`src/rtl/alu_issue_ctrl.sv`:
```
// Issue controller for the add/bool/shift ALU units: schedules writeback slots so the
// registered result mux never sees two completions in the same cycle.
module alu_issue_ctrl #(
    parameter int unsigned SHIFT_LAT = 3,
    parameter int unsigned TAG_W     = 4
) (
    input  logic             clk,
    input  logic             rst_n,
    input  logic             req_valid,
    input  logic [1:0]       req_unit,
    input  logic [TAG_W-1:0] req_tag,
    output logic             req_ready,
    output logic             issue_add,
    output logic             issue_bool,
    output logic             issue_shift,
    output logic [2:0]       mux_en,
    output logic             rsp_valid,
    output logic [TAG_W-1:0] rsp_tag,
    output logic             err_illegal,
    output logic             busy
);

    localparam int unsigned LAT_W = $clog2(SHIFT_LAT + 1);
    localparam int unsigned IDX_W = $clog2(SHIFT_LAT);

    localparam logic [1:0] UNIT_ADD   = 2'b00;
    localparam logic [1:0] UNIT_BOOL  = 2'b01;
    localparam logic [1:0] UNIT_SHIFT = 2'b10;
    localparam logic [1:0] UNIT_ILL   = 2'b11;

    // Reservation slots; the top slot R[SHIFT_LAT] can never be set, so it is not stored.
    logic [SHIFT_LAT-1:0] r_vld;
    logic [1:0]           r_unit [SHIFT_LAT];
    logic [TAG_W-1:0]     r_tag  [SHIFT_LAT];
    logic                 r_rsp_valid;
    logic [TAG_W-1:0]     r_rsp_tag;
    logic                 r_err;

    logic [SHIFT_LAT-1:0] w_nxt_vld;
    logic [1:0]           w_nxt_unit [SHIFT_LAT];
    logic [TAG_W-1:0]     w_nxt_tag  [SHIFT_LAT];
    logic [SHIFT_LAT:0]   w_vld_ext;
    logic [LAT_W-1:0]     w_lat;
    logic [IDX_W-1:0]     w_slot;
    logic                 w_legal;
    logic                 w_accept;

    assign w_legal   = (req_unit != UNIT_ILL);
    assign w_lat     = (req_unit == UNIT_SHIFT) ? LAT_W'(SHIFT_LAT) : LAT_W'(1);
    assign w_slot    = IDX_W'(w_lat - LAT_W'(1));
    assign w_vld_ext = {1'b0, r_vld};

    // A legal op may go only if the slot that becomes R[L-1] next cycle is free now (R[L]).
    assign req_ready   = rst_n && (!w_legal || !w_vld_ext[w_lat]);
    assign w_accept    = req_valid && req_ready;
    assign issue_add   = w_accept && (req_unit == UNIT_ADD);
    assign issue_bool  = w_accept && (req_unit == UNIT_BOOL);
    assign issue_shift = w_accept && (req_unit == UNIT_SHIFT);

    assign rsp_valid   = r_rsp_valid;
    assign rsp_tag     = r_rsp_tag;
    assign err_illegal = r_err;
    assign busy        = (|r_vld) || r_rsp_valid;

    // Result mux select decoded from the slot that writes back this cycle.
    always_comb begin
        mux_en = 3'b000;
        if (r_vld[0]) begin
            case (r_unit[0])
                UNIT_ADD:   mux_en = 3'b001;
                UNIT_BOOL:  mux_en = 3'b010;
                UNIT_SHIFT: mux_en = 3'b100;
                default:    mux_en = 3'b000;
            endcase
        end
    end

    // Shift reservations down one slot and insert the newly accepted op at L-1.
    always_comb begin
        w_nxt_vld = '0;
        for (int k = 0; k < int'(SHIFT_LAT); k++) begin
            w_nxt_unit[k] = '0;
            w_nxt_tag[k]  = '0;
        end
        for (int k = 0; k < int'(SHIFT_LAT) - 1; k++) begin
            w_nxt_vld[k]  = r_vld[k+1];
            w_nxt_unit[k] = r_unit[k+1];
            w_nxt_tag[k]  = r_tag[k+1];
        end
        if (w_accept && w_legal) begin
            w_nxt_vld[w_slot]  = 1'b1;
            w_nxt_unit[w_slot] = req_unit;
            w_nxt_tag[w_slot]  = req_tag;
        end
    end

    always_ff @(posedge clk) begin
        if (!rst_n) begin
            r_vld       <= '0;
            r_rsp_valid <= 1'b0;
            r_rsp_tag   <= '0;
            r_err       <= 1'b0;
            for (int k = 0; k < int'(SHIFT_LAT); k++) begin
                r_unit[k] <= '0;
                r_tag[k]  <= '0;
            end
        end else begin
            r_vld       <= w_nxt_vld;
            r_rsp_valid <= r_vld[0];
            r_rsp_tag   <= r_vld[0] ? r_tag[0] : '0;
            r_err       <= w_accept && !w_legal;
            for (int k = 0; k < int'(SHIFT_LAT); k++) begin
                r_unit[k] <= w_nxt_unit[k];
                r_tag[k]  <= w_nxt_tag[k];
            end
        end
    end

endmodule

```
`config.mk`:
```
export PLATFORM = sky130hd
export DESIGN_NAME = alu_issue_ctrl
export DESIGN_NICKNAME = d
export VERILOG_FILES = /design/src/rtl/alu_issue_ctrl.sv
export SDC_FILE = /design/constraint.sdc
export NUM_CORES = 1
export LEC_CHECK = 0
export CORE_MARGIN = 8
export CORE_UTILIZATION = 45
export CTS_CLUSTER_SIZE = 8
export DETAILED_ROUTE_END_ITERATION = 8
export HOLD_SLACK_MARGIN = 0.02
export MAX_ROUTING_LAYER = met4
export PLACE_DENSITY = 0.86
export SYNTH_ARGS = -nofsm -noshare
export SYNTH_HDL_FRONTEND = slang
export SYNTH_SLANG_ARGS = --single-unit
```
`constraint.sdc`:
```
create_clock -name clk -period 2.3 [get_ports clk]
set_clock_uncertainty 0.05 [all_clocks]
set_input_delay 0.46 -clock clk [delete_from_list [all_inputs] [get_ports clk]]
set_output_delay 0.46 -clock clk [all_outputs]
set_load 0.01 [all_outputs]
```
==> key figures <==
Pwr
  • Reg power frac: 63.2%
  • Lkg Pwr: 0.5121 nW
  • Clock power share: 27.3%
  • Int Pwr: 550.1 uW
  • Switching portion of total power: 22.43%
  • Peak VDD IR: 0.4274 mV
  • Combinational share of power: 9.5%
  • P_sw: 159.1 uW
  • PwrDens: 619.4 nW/um^2

CTS
  • Root Buffer: clkbuf_4
  • Num CTS Buffers: 3
  • # H-tree levels: 1
  • Clk sink count: 25
  • CTS tree: yes
  • CTS Hold Bufs: 0
  • Maximum clock path buffer count: 2
  • Clock slew at reported path FFs: 130 ps
  • Clk_lat worst skew: 310 ps

Final layout
  • Fin cells: 131
  • Nets@finish: 116
  • Area of the multi-input gates: 307.8 sq um
  • Synth-to-layout area growth: 38.85%
  • Antenna diode count: 0
  • Commonest cells after routing, fill and taps aside: dfxtp_1 (23), clkdlybuf4s50_1 (16), and2_1 (12), nand2_1 (11), buf_4 (8)
  • FILL cells: 148
  • Commonest non-fill, non-tap cell in the layout: dfxtp_1
  • Share of cells above drive strength 1: 16.04%
  • Register area: 503.0 sq um
  • Finished Cell Area: 1145 sq um

Synth
  • Synth Flop Type: dfxtp_1
  • Gate Count Post-Synth: 75
  • Synth warnings: 0
  • Avg Cell Area, Syn: 10.99 sq um
  • Seq/Total Area, Yosys: 60.70%
  • Mapped Area: 824.5 sq um
  • Synth Net Count: 84
  • Post-synth EDFFs: 0
  • Seq cells post-synth: 25
  • Largest cells by area after synthesis: dfxtp_1 (61%), and2_1 (9.1%), mux2i_1 (6.1%)
  • Most area-hungry cell type in the Yosys netlist: dfxtp_1
  • Synth top area share: 60.70%
  • Distinct cells, synth: 19
  • Async set-reset flop share out of synthesis: 0%

Placement
  • Dpl cell area: 1107 sq um
  • Dpl cells: 125
  • GP Congestion: 0.7300
  • Detail Placement HPWL: 1201 um
  • Port Buffers: 22

Detailed routing
  • Iteration-0 DRC Markers: 9
  • Routed len/inst: 11.73 um
  • Routed WL: 1537 um
  • DR vias: 602
  • DRT Pass-1 Iters: 2
  • Antenna-violating nets left: 0
  • DRC violations left: 0
  • Post-DR vias/cell: 4.595

Run
  • Max cap viols: 0

Floorplanning
  • Ports: 23
  • Die H: 58.81 um
  • Die X-Extent: 58.81 um
  • Total die area: 3458 sq um
  • Placement Rows: 15
  • Core Box Area: 1727 sq um
  • Initial Util: 47.75%

STA
  • Final Max Slew Viols: 0
  • Final Hold Fails: 0
  • RSZ-0062 raised after global routing: no
  • Hold Worst Slack: 405.7 ps
  • Setup TNS: 0 ps
  • Final period util: 96.42%
  • Final min period: 2218 ps
  • Endpoints failing setup: 0
  • Fmax: 0.4509 GHz

GRT
  • First-pass GRT wire length: 2580 um
  • Grt total ovfl: 0
  • Antenna violations before repair: 0
  • Total global routing track utilization: 10.00%
  • Largest net degree at the start of global routing: 16
  • Vias in the first global route: 614

Setup path
  • Max Fanout on Critical Path: 5
  • WS Path Type: reg -> out
  • Worst endpoint required time: 1790 ps
  • Worst Setup Start Kind: flop
  • WP data arrival: 1710 ps
  • CP Capture Type: output port

Hold path
  • HP Class: reg -> reg

Run status
  • Outcome: completed
==> critical path: stages, from the launching register on <==
cell	delay, ps
dfxtp_2	380
or4_1	520
clkdlybuf4s50_1	500
==> flip-flops by register name, indices dropped and copies added, names as in the netlist <==
signal       flops
r_unit           4
rsp_valid        1
err_illegal      1
r_tag           12
r_vld            3
rsp_tag          4
==> power groups by stage <==
| stage | clock network (mW) | logic [mW] | registers (mW) |
|---|---|---|---|
| 6_report | 0.194 | 0.0672 | 0.448 |
| 5_1_grt | 0.221 | 0.0730 | 0.450 |
| 4_1_cts | 0.198 | 0.0680 | 0.448 |
| 3_5_place_dp | 0 | 0.0678 | 0.458 |
| 3_3_place_gp | 0 | 0.0668 | 0.457 |
| 2_1_floorplan | 0 | 0.0272 | 0.457 |
==> cells in the mapped netlist, types with 2 or more instances <==
| master | n |
|---|---|
| nand2_1 | 11 |
| buf_2 | 2 |
| and3b_1 | 2 |
| mux2i_1 | 5 |
| dfxtp_1 | 25 |
| and3_1 | 5 |
| and4b_1 | 2 |
| and2_1 | 12 |
==> worst paths after layout <==
kind                            depth (start not counted)           end  slack, ps        start
worst max-delay path                                    2          busy         80     r_vld[1]
worst max register to register                          5  r_unit[0][0]       1030     r_vld[1]
worst min register to register                          1   r_tag[1][2]        410  r_tag[2][2]
worst min-delay path                                    1   r_tag[1][2]        410  r_tag[2][2]
==> metrics by stage <==
stage          total power, mW  setup slack (ps)  util [%]
6_report                0.7091             82.34     66.30
3_3_place_gp            0.5238            -157.2     64.13
3_5_place_dp            0.5255            -159.1     64.13
4_1_cts                 0.7142             37.84     66.38
5_1_grt                 0.7436             19.13     66.30
2_1_floorplan           0.4838             747.7         -
==> timing repair <==
item | 4_1_cts | 5_1_grt
setup endpoints to repair | 4 | 2
setup buffers | 2 | 0
gates resized for setup | 7 | 4
==> layer usage <==
layer	global-route usage, %	wire length, um	vias to the layer above
li1	-	-	309
met2	16.82	741	14
met4	6.143	12	0
met5	-	0	-
met3	3.696	105	2
met1	9.572	679	277
==> layout make-up <==
class	instances	area share [%]
Sequential cell	25	43.93
Clock buffer	3	1.967
Multi-Input combinational cell	46	26.89
Timing Repair Buffer	30	23.50
Clock inverter	1	0.6557
Tap cell	25	2.732
Inverter	1	0.3279
==> kinds of logic after synthesis <==
| kind of cell | synth area share (%) |
|---|---|
| DFF | 60.70 |
| other | 0.4548 |
| muxes | 6.070 |
| buffers and inverters | 2.124 |
| and+or+nand+nor | 28.83 |
| AOI/OAI and AO/OA | 1.822 |
No activity file was read; power rests on OpenSTA's default activity.
==> RTL edit, RTL diff (same flow settings) <==
`r_rsp_tag` no longer has a reset.
--- a/src/rtl/alu_issue_ctrl.sv
+++ b/src/rtl/alu_issue_ctrl.sv
@@ -100,3 +100,2 @@
             r_rsp_valid <= 1'b0;
-            r_rsp_tag   <= '0;
             r_err       <= 1'b0;
@@ -109,3 +108,2 @@
             r_rsp_valid <= r_vld[0];
-            r_rsp_tag   <= r_vld[0] ? r_tag[0] : '0;
             r_err       <= w_accept && !w_legal;
@@ -118,2 +116,6 @@
 
+    always_ff @(posedge clk) begin
+        r_rsp_tag <= r_vld[0] ? r_tag[0] : '0;
+    end
+
 endmodule
Behaviour: differs if rst_n is asserted again (counterexample within 4 cycles, from zero or initial values and one cycle with rst_n low); with rst_n held inactive, the same outputs for 10 cycles.
==> RTL edit against the original RTL <==
Sequential cell count did not move. Final area decreased by 1.9%. Wire length down 5.5%. Synthesized area is 0.61% lower. Power shrank 2.0%. Die area down 0.44%. Final cell count down 2.3%. Setup slack lost 0.038 ns. Critical endpoint is now issue_bool.
==> RTL edit: results <==
{
  "grt_start_max_net_pins": 14,
  "synthTopCellsByCount": "25 x dfxtp_1, 16 x and2_1, 11 x nand2_1",
  "grt_first_pass_wirelength_um": 2500,
  "combPwrFrac": 0.092,
  "slowest_stage": "clkdlybuf4s50_1",
  "r2r_cells": 3,
  "layout-drive-gt1-share": 0.0874,
  "p_leak_nw": 0.493,
  "synth_area_leaders": "dfxtp_1 61%, and2_1 12%, mux2i_1 6.1%, nand2_1 5.0%, and4b_1 2.4%",
  "synth_compound_area_frac": 0.0183,
  "drtIter0Drc": 9,
  "avgSynthCellArea_sq_um": 11.1,
  "peakVddDrop_mv": 0.423,
  "rrSetupSlack_ns": 1.16,
  "yosysWarnings": 0,
  "cp_top_family": "buffers and inverters",
  "cts_buffer_depth": 2,
  "placed_area_sq_um": 1090,
  "r2r-start": "r_vld[1]",
  "dr.pass1.iters": 4,
  "powerDensity_nw_per_um2": 619,
  "fin_nets": 113,
  "crit_arrival_ns": 1.75,
  "internal-power_mw": 0.549,
  "grt_pass1_vias": 592,
  "vias_per_cell": 4.52,
  "pg_clk_mw": 0.184,
  "syn_nets": 83,
  "nFillCells": 157,
  "seq_area_frac_synth": 0.611,
  "place.gp.congestion": 0.755,
  "status": "finished clean",
  "place_inst": 123,
  "synth_fa_ha_area_frac": 0,
  "wl_per_cell_um": 11.4,
  "synth.area.mux_share": 0.0611,
  "synth_xor_area_frac": 0,
  "grt_use_total": 0.0979,
  "final_cell_count_no_fill": 128,
  "largest_register_ffs": 12
}
==> RTL edit: final cells by class <==
type | instances | area (sq um) | area share
tap | 25 | 31.3 | 0.0278
sequential | 25 | 500 | 0.445
timing repair buffer | 27 | 255 | 0.227
inverter | 1 | 3.75 | 0.00334
clock buffer | 4 | 26.3 | 0.0234
multi-input combinational | 46 | 307 | 0.273
==> RTL edit: layer usage <==
metal  global-route usage  up-vias  wire length (um)
li1                     -      296                 -
met3               0.0239        2                96
met5                    -        -                 0
met4               0.0717        0                27
met1               0.0864      260               597
met2                0.178       20               731
==> RTL edit: timing repair <==
| item | in CTS | in global routing |
|---|---|---|
| buffers inserted | 1 | 0 |
| gates cloned | 0 | 0 |
| setup endpoints to repair | 4 | 1 |
| resized for setup | 4 | 1 |
==> RTL edit: how the worst max path moves through the flow <==
stage / startpoint / endpoint / slack, ns / cells past startpoint
after detailed placement: req_valid / issue_add / -0.19 / 4
after global routing: r_vld[1] / busy / 0.003 / 2
after floorplan: req_valid / issue_add / 0.75 / 2
after CTS: rst_n / req_ready / 0.02 / 3
after global placement: req_unit[1] / issue_shift / -0.12 / 3
final: req_unit[0] / issue_bool / 0.04 / 4
==> RTL edit: cells by family (layout without fill, tap and decap cells) <==
logic type,Yosys count,after routing
buffers and inverters,3,32
AOI/OAI and AO/OA,2,2
and+or+nand+nor,38,38
DFF,25,25
muxes,5,5
other,1,1
==> RTL edit: metrics by stage <==
stage	setup TNS, ns	setup slack (ns)	hold WS (ns)
after floorplan	0	0.748	0.362
after CTS	0	0.0195	0.402
after global routing	0	0.00337	0.412
final	0	0.0440	0.397
after detailed placement	-0.600	-0.187	0.373
after global placement	-0.385	-0.116	0.364
